==> config.mk <==
export PLATFORM = sky130hd
export DESIGN_NAME = rs_wakeup_array
export DESIGN_NICKNAME = d
export VERILOG_FILES = /design/src/rtl/rs_wakeup_array_pkg.sv /design/src/rtl/rs_wakeup_picker.sv /design/src/rtl/rs_wakeup_array.sv
export SDC_FILE = /design/constraint.sdc
export NUM_CORES = 2
export LEC_CHECK = 0
export ABC_CLOCK_PERIOD_IN_PS = 6500
export BUFFER_PORTS_ARGS = -buffer_cell sky130_fd_sc_hd__buf_2
export CAP_MARGIN = 0
export CORE_ASPECT_RATIO = 1.5
export CORE_MARGIN = 2
export CORE_UTILIZATION = 30
export DETAILED_ROUTE_END_ITERATION = 10
export GPL_ROUTABILITY_DRIVEN = 0
export PLACE_DENSITY = 0.46
export RECOVER_POWER = 100
export SETUP_SLACK_MARGIN = 0.05
export SYNTH_ARGS = -nofsm -noshare
export SYNTH_HDL_FRONTEND = slang
export SYNTH_HIERARCHICAL = 1
export SYNTH_SLANG_ARGS = --single-unit
==> constraint.sdc <==
create_clock -name clk_in -period 6.5 [get_ports clk_in]
set_input_delay 0.975 -clock clk_in [delete_from_list [all_inputs] [get_ports clk_in]]
set_output_delay 0.975 -clock clk_in [all_outputs]
set_load 0.02 [all_outputs]
==> src/rtl/rs_wakeup_array_pkg.sv <==
`default_nettype none
// =====================================================================
// rs_wakeup_array_pkg -- shared op-type codes and default widths
// Rev 1.0
// =====================================================================
package rs_wakeup_array_pkg;

  localparam int RS_ROB_BIT = 4;
  localparam int XLEN       = 32;
  localparam int OP_TYPE_W  = 7;

  localparam logic [OP_TYPE_W-1:0] R_TYPE      = 7'b0110011;
  localparam logic [OP_TYPE_W-1:0] ALGI_TYPE   = 7'b0010011;
  localparam logic [OP_TYPE_W-1:0] LOAD_TYPE   = 7'b0000011;
  localparam logic [OP_TYPE_W-1:0] STORE_TYPE  = 7'b0100011;
  localparam logic [OP_TYPE_W-1:0] BRANCH_TYPE = 7'b1100011;
  localparam logic [OP_TYPE_W-1:0] JAL_TYPE    = 7'b1101111;
  localparam logic [OP_TYPE_W-1:0] JALR_TYPE   = 7'b1100111;
  localparam logic [OP_TYPE_W-1:0] LUI_TYPE    = 7'b0110111;
  localparam logic [OP_TYPE_W-1:0] AUIPC_TYPE  = 7'b0010111;

endpackage
`default_nettype wire

==> src/rtl/rs_wakeup_picker.sv <==
`default_nettype none
// =====================================================================
// rs_wakeup_picker -- lowest free slot and dispatch pick (oldest eligible
// when RS_AGE_ORDER_EN is defined, else lowest index).  Rev 1.0
// =====================================================================
module rs_wakeup_picker #(
  parameter int RS_DEPTH = 8
) (
  input  logic [RS_DEPTH-1:0]                  busy,
  input  logic [RS_DEPTH-1:0]                  eligible,
`ifdef RS_AGE_ORDER_EN
  input  logic [RS_DEPTH*$clog2(RS_DEPTH)-1:0] rank_flat,
`endif
  output logic                                 free_found,
  output logic [$clog2(RS_DEPTH)-1:0]          free_idx,
  output logic                                 elig_found,
  output logic [$clog2(RS_DEPTH)-1:0]          elig_idx
);

  localparam int IDX_W = $clog2(RS_DEPTH);

  always_comb begin
    free_found = 1'b0;
    free_idx   = '0;
    for (int i = 0; i < RS_DEPTH; i++) begin
      if (!busy[i] && !free_found) begin
        free_found = 1'b1;
        free_idx   = IDX_W'(i);
      end
    end
  end

`ifdef RS_AGE_ORDER_EN
  // Rank counts older busy entries, so the smallest rank is the oldest.
  logic [IDX_W-1:0] best_rank;
  always_comb begin
    elig_found = 1'b0;
    elig_idx   = '0;
    best_rank  = '0;
    for (int i = 0; i < RS_DEPTH; i++) begin
      if (eligible[i] && (!elig_found || rank_flat[i*IDX_W +: IDX_W] < best_rank)) begin
        elig_found = 1'b1;
        elig_idx   = IDX_W'(i);
        best_rank  = rank_flat[i*IDX_W +: IDX_W];
      end
    end
  end
`else
  always_comb begin
    elig_found = 1'b0;
    elig_idx   = '0;
    for (int i = 0; i < RS_DEPTH; i++) begin
      if (eligible[i] && !elig_found) begin
        elig_found = 1'b1;
        elig_idx   = IDX_W'(i);
      end
    end
  end
`endif

endmodule
`default_nettype wire

==> src/rtl/rs_wakeup_array.sv <==
`default_nettype none
// =====================================================================
// rs_wakeup_array -- reservation station with CDB wakeup and a single
// skid-free dispatch register; RS_AGE_ORDER_EN selects oldest-first.  Rev 1.0
// =====================================================================
module rs_wakeup_array
  import rs_wakeup_array_pkg::*;
#(
  parameter int RS_DEPTH = 8,
  parameter int ROB_BIT  = RS_ROB_BIT,
  parameter int CDB_N    = 2
) (
  input  logic                          clk_in,
  input  logic                          rst_in,
  input  logic                          rdy_in,
  input  logic                          rob_clear_up,
  input  logic                          issue_valid,
  input  logic [OP_TYPE_W-1:0]          op_type_in,
  input  logic [2:0]                    op_in,
  input  logic                          op_add_in,
  input  logic [XLEN-1:0]               v1_in,
  input  logic [XLEN-1:0]               v2_in,
  input  logic                          dep1_in,
  input  logic                          dep2_in,
  input  logic [ROB_BIT-1:0]            tag1_in,
  input  logic [ROB_BIT-1:0]            tag2_in,
  input  logic [ROB_BIT-1:0]            rd_rob_in,
  input  logic [CDB_N-1:0]              cdb_valid,
  input  logic [CDB_N*ROB_BIT-1:0]      cdb_tag,
  input  logic [CDB_N*XLEN-1:0]         cdb_value,
  output logic                          disp_valid,
  input  logic                          disp_ready,
  output logic [OP_TYPE_W-1:0]          disp_op_type,
  output logic [2:0]                    disp_op,
  output logic                          disp_op_add,
  output logic [XLEN-1:0]               disp_v1,
  output logic [XLEN-1:0]               disp_v2,
  output logic [ROB_BIT-1:0]            disp_rob,
  output logic                          rs_full,
  output logic [$clog2(RS_DEPTH):0]     rs_count
);

  localparam int IDX_W = $clog2(RS_DEPTH);
  localparam int CNT_W = IDX_W + 1;

  logic [RS_DEPTH-1:0]  busy, dep1, dep2, eligible;
  logic [OP_TYPE_W-1:0] ent_op_type [RS_DEPTH];
  logic [2:0]           ent_op      [RS_DEPTH];
  logic                 ent_op_add  [RS_DEPTH];
  logic [XLEN-1:0]      ent_v1      [RS_DEPTH];
  logic [XLEN-1:0]      ent_v2      [RS_DEPTH];
  logic [ROB_BIT-1:0]   ent_tag1    [RS_DEPTH];
  logic [ROB_BIT-1:0]   ent_tag2    [RS_DEPTH];
  logic [ROB_BIT-1:0]   ent_rob     [RS_DEPTH];

  logic [XLEN:0]        wake1 [RS_DEPTH];
  logic [XLEN:0]        wake2 [RS_DEPTH];
  logic [XLEN:0]        byp1, byp2;
  logic                 free_found, elig_found, do_issue, load;
  logic [IDX_W-1:0]     free_idx, elig_idx;
  logic [CNT_W-1:0]     busy_cnt;

  // Returns {hit, value}; scanning high to low lets channel 0 win ties.
  function automatic logic [XLEN:0] cdb_lookup(
    input logic [ROB_BIT-1:0]       tag,
    input logic [CDB_N-1:0]         vld,
    input logic [CDB_N*ROB_BIT-1:0] tags,
    input logic [CDB_N*XLEN-1:0]    vals
  );
    logic [XLEN:0] res;
    res = '0;
    for (int k = CDB_N - 1; k >= 0; k--) begin
      if (vld[k] && tags[k*ROB_BIT +: ROB_BIT] == tag) res = {1'b1, vals[k*XLEN +: XLEN]};
    end
    return res;
  endfunction

  always_comb begin
    for (int i = 0; i < RS_DEPTH; i++) begin
      wake1[i] = cdb_lookup(ent_tag1[i], cdb_valid, cdb_tag, cdb_value);
      wake2[i] = cdb_lookup(ent_tag2[i], cdb_valid, cdb_tag, cdb_value);
    end
    byp1 = cdb_lookup(tag1_in, cdb_valid, cdb_tag, cdb_value);
    byp2 = cdb_lookup(tag2_in, cdb_valid, cdb_tag, cdb_value);
  end

  always_comb begin
    busy_cnt = '0;
    for (int i = 0; i < RS_DEPTH; i++) busy_cnt = busy_cnt + CNT_W'(busy[i]);
  end

  assign eligible = busy & ~dep1 & ~dep2;
  assign rs_count = busy_cnt;
  assign rs_full  = &busy;
  assign do_issue = issue_valid && free_found;
  assign load     = (!disp_valid || disp_ready) && elig_found;

`ifdef RS_AGE_ORDER_EN
  logic [IDX_W-1:0]          ent_rank [RS_DEPTH];
  logic [IDX_W-1:0]          new_rank;
  logic [RS_DEPTH*IDX_W-1:0] rank_flat;

  // A new entry is younger than every entry that survives this edge.
  always_comb begin
    new_rank = '0;
    for (int i = 0; i < RS_DEPTH; i++) begin
      if (busy[i] && !(load && elig_idx == IDX_W'(i))) new_rank = new_rank + IDX_W'(1);
    end
  end

  for (genvar g = 0; g < RS_DEPTH; g++) begin : g_rank
    assign rank_flat[g*IDX_W +: IDX_W] = ent_rank[g];
  end
`endif

  rs_wakeup_picker #(.RS_DEPTH(RS_DEPTH)) u_picker (
    .busy       (busy),
    .eligible   (eligible),
`ifdef RS_AGE_ORDER_EN
    .rank_flat  (rank_flat),
`endif
    .free_found (free_found),
    .free_idx   (free_idx),
    .elig_found (elig_found),
    .elig_idx   (elig_idx)
  );

  always_ff @(posedge clk_in) begin
    if (rst_in || (rdy_in && rob_clear_up)) begin
      busy         <= '0;
      dep1         <= '0;
      dep2         <= '0;
      disp_valid   <= 1'b0;
      disp_op_type <= '0;
      disp_op      <= '0;
      disp_op_add  <= 1'b0;
      disp_v1      <= '0;
      disp_v2      <= '0;
      disp_rob     <= '0;
    end else if (rdy_in) begin
      for (int i = 0; i < RS_DEPTH; i++) begin
        if (busy[i] && dep1[i] && wake1[i][XLEN]) begin
          dep1[i]   <= 1'b0;
          ent_v1[i] <= wake1[i][XLEN-1:0];
        end
        if (busy[i] && dep2[i] && wake2[i][XLEN]) begin
          dep2[i]   <= 1'b0;
          ent_v2[i] <= wake2[i][XLEN-1:0];
        end
      end
      if (do_issue) begin
        busy[free_idx]        <= 1'b1;
        ent_op_type[free_idx] <= op_type_in;
        ent_op[free_idx]      <= op_in;
        ent_op_add[free_idx]  <= op_add_in;
        ent_rob[free_idx]     <= rd_rob_in;
        ent_tag1[free_idx]    <= tag1_in;
        ent_tag2[free_idx]    <= tag2_in;
        dep1[free_idx]        <= dep1_in && !byp1[XLEN];
        dep2[free_idx]        <= dep2_in && !byp2[XLEN];
        ent_v1[free_idx]      <= (dep1_in && byp1[XLEN]) ? byp1[XLEN-1:0] : v1_in;
        ent_v2[free_idx]      <= (dep2_in && byp2[XLEN]) ? byp2[XLEN-1:0] : v2_in;
      end
      if (load) begin
        busy[elig_idx] <= 1'b0;
        disp_valid     <= 1'b1;
        disp_op_type   <= ent_op_type[elig_idx];
        disp_op        <= ent_op[elig_idx];
        disp_op_add    <= ent_op_add[elig_idx];
        disp_v1        <= ent_v1[elig_idx];
        disp_v2        <= ent_v2[elig_idx];
        disp_rob       <= ent_rob[elig_idx];
      end else if (disp_ready) begin
        disp_valid <= 1'b0;
      end
`ifdef RS_AGE_ORDER_EN
      for (int i = 0; i < RS_DEPTH; i++) begin
        if (load && busy[i] && ent_rank[i] > ent_rank[elig_idx]) ent_rank[i] <= ent_rank[i] - IDX_W'(1);
      end
      if (do_issue) ent_rank[free_idx] <= new_rank;
`endif
    end
  end

endmodule
`default_nettype wire
==> flow_summary.json <==
{
  "synthFlopType": "edfxtp_1",
  "max_freq_ghz": 0.1719,
  "clkLatencyLatePin_ns": 0.72,
  "syn-num-nets": 3352,
  "cts_resized": 0,
  "p_leak_nw": 13.79,
  "cts_htree_levels": 3,
  "drtPass1Iterations": 9,
  "dp_slack_ns": 1.782,
  "clkSinkCount": 800,
  "post_cts_buffers": 0,
  "synth_seq_area_share_pct": 54.66,
  "holdBufCountCts": 0,
  "setup_slack_ns": 0.6840,
  "fin_crit_sh_pct": 89.48,
  "run_status": "finished with violations",
  "powerDensity_nw_per_um2": 243.4,
  "drt-initial-drc-count": 3675,
  "cp_num_buf_inv": 2,
  "synth.top_cell.area_share_pct": 49.71,
  "cp_slowest_cell": "o21ai_1",
  "pin_count": 254,
  "crit_type": "in -> reg",
  "grt_max_degree": 87,
  "worstHoldPathType": "reg -> reg",
  "nets": 3388,
  "crit_required_ns": 6.88,
  "yosys-top-cells-area": "edfxtp_1 50%, mux2i_1 14%, mux4_2 8.5%",
  "hpwlAfterDp_mm": 102.0,
  "critPathArrivalTime_ns": 6.19,
  "slew_viol_final": 1046,
  "syn-cell-area_um2": 42050,
  "cp-end-kind": "register",
  "worst_pin_slew_ns": 3.843,
  "grt_pass1_wl_mm": 248.0,
  "clockBufferDepth": 3,
  "async_flop_share_pct": 0,
  "routed_wl_mm": 177.3,
  "syn_area_per_cell_um2": 13.24,
  "viasPerCell": 6.000,
  "area_growth_pct": 13.41,
  "detail-route-antenna-nets": 0,
  "setup_violations": 0,
  "synth_edf_count": 696,
  "syn_inst": 3175,
  "rows": 168,
  "start_util_pct": 30.17,
  "crit_fanout": 22,
  "finalHoldViolations": 0,
  "cts_tree": "yes",
  "synth_common_cells": "696 x edfxtp_1, 591 x mux2i_1, 528 x o22ai_1",
  "antenna_found_initial": 20,
  "n_fill_cell": 13700,
  "cp_top_family": "simple AND/OR/NAND/NOR gates",
  "fin_setup_tns_ns": 0,
  "peakVddDrop_mv": 0.1727,
  "clock_skew_ns": 0.03404,
  "crit_chain": "clkbuf_1, and2_0, nand2_1, o21ai_1, buf_4, o22ai_1",
  "grt_usage_pct": 24.32,
  "yosysTopAreaCell": "edfxtp_1",
  "drv_cap": 42,
  "wire_per_inst_um": 34.32,
  "violations": "max-capacitance violations, max-slew violations",
  "grt_pass1_vias": 31420,
  "drive_gt1_share_pct": 17.23,
  "synth.most_common_cell": "edfxtp_1",
  "vias": 30990,
  "ys_seq_elements": 800,
  "numCtsBuffers": 88,
  "die_area_um2": 143200,
  "max_slew_margin_pct": -156.2,
  "total_power_w": 0.01161,
  "drc": 0,
  "clk_pin_slew_ns": 0.06,
  "finalCriticalPeriod_ns": 5.816,
  "gr-total-overflow": 0,
  "synth_cell_type_count": 52,
  "fp.dieW_um": 309.7,
  "clockRootBuffer": "clkbuf_16",
  "grt_setup_unrepaired": "false",
  "die_h_um": 462.5,
  "critPathMaxStageDelay_ns": 1.66,
  "io_buffers": 253,
  "ys_warn_count": 6,
  "worstSetupStartpointType": "primary input",
  "core_um2": 139400
}
==> stage by stage <==
stage                     instances  util [%]  hold slack [ns]  cell area, um^2
after floorplan                3175         -           0.4407            42050
after global placement         4991     32.57           0.4503            45390
after detailed placement       4991     32.57           0.4628            45390
after CTS                      5155     34.58           0.4730            48200
after global routing           5158     34.20           0.5029            47670
final                          5165     34.22           0.4733            47690
==> worst reg2reg max path: stages, from the launching register on <==
cell and delay [ns]:
dfxtp_1 0.53, inv_1 0.14, nor3_1 0.59, nor3_1 0.18, a21boi_1 2.19, buf_12 0.50, clkbuf_1 0.70, mux4_2 0.40
mux2i_1 0.23, a211oi_1 0.11
==> kinds of logic after synthesis <==
| kind of cell | count (synthesis) | synth area share (%) |
|---|---|---|
| xor gates and xnor gates | 139 | 2.895 |
| muxes | 749 | 22.53 |
| AOI/OAI and AO/OA | 767 | 12.11 |
| adders and majority gates | 8 | 0.3095 |
| DFF | 800 | 54.66 |
| buffers and inverters | 445 | 4.365 |
| and+or+nand+nor | 267 | 3.125 |
==> layer usage <==
metal  global-route usage (%)  share of wire [%]
met3                    4.178                7.7
met5                        0              0.052
met2                    39.95                 48
met4                    9.400                3.7
met1                    31.81                 40
==> area by class of cell <==
class                   count  area [um^2]  area share [%]
inverters                  43        161.4          0.3385
flip-flops and latches    800        22980           48.19
clock inverters            43        354.1          0.7425
well taps                1870         2340           4.907
diodes                     10        25.02         0.05248
multi-input cells        1930        17540           36.78
repair buffers            348         1837           3.852
clock buffers             121         2447           5.132
==> worst paths after layout <==
| check | from | end | slack (ns) | cells past startpoint |
|---|---|---|---|---|
| worst max-delay path | rdy_in | ent_v2[2][16]$_DFFE_PP_ | 0.68 | 6 |
| worst min-delay path | dep2[5]$_SDFFE_PN0P_ | dep2[5]$_SDFFE_PN0P_ | 0.47 | 2 |
| worst max register to register | busy[6]$_SDFFE_PN0P_ | disp_v1[25]$_SDFFE_PN0P_ | 0.74 | 9 |
| worst min register to register | dep2[5]$_SDFFE_PN0P_ | dep2[5]$_SDFFE_PN0P_ | 0.47 | 2 |
==> registers in the layout (all words and copies together) (netlist names) <==
signal	count
disp_op	3
ent_op_type	56
ent_v1	256
ent_op_add	8
busy	8
disp_op_add	1
disp_v2	32
disp_v1	32
ent_rob	32
disp_valid	1
disp_op_type	7
disp_rob	4
dep1	8
ent_tag1	32
ent_v2	256
ent_tag2	32
dep2	8
ent_op	24
==> cell usage in the layout, fill, tap and decap left out, types with 44 or more instances in the layout <==
| cell | count |
|---|---|
| xor2_1 | 70 |
| dfxtp_1 | 104 |
| clkbuf_16 | 89 |
| buf_2 | 144 |
| a222oi_1 | 65 |
| nor2_1 | 107 |
| o22ai_1 | 528 |
| mux4_2 | 158 |
| buf_4 | 44 |
| mux2i_1 | 591 |
| clkbuf_1 | 154 |
| a211oi_1 | 82 |
| xnor2_1 | 69 |
| edfxtp_1 | 696 |
==> where the power goes <==
| part | switching [W] | total, W | leakage (nW) | internal (W) |
|---|---|---|---|---|
| Sequential | 0.0000156 | 0.00559 | 7.17 | 0.00558 |
| Clock | 0.00227 | 0.00508 | 1.38 | 0.00281 |
| Combinational | 0.000651 | 0.000934 | 5.24 | 0.000284 |
(Power assumes the default switching activity.)
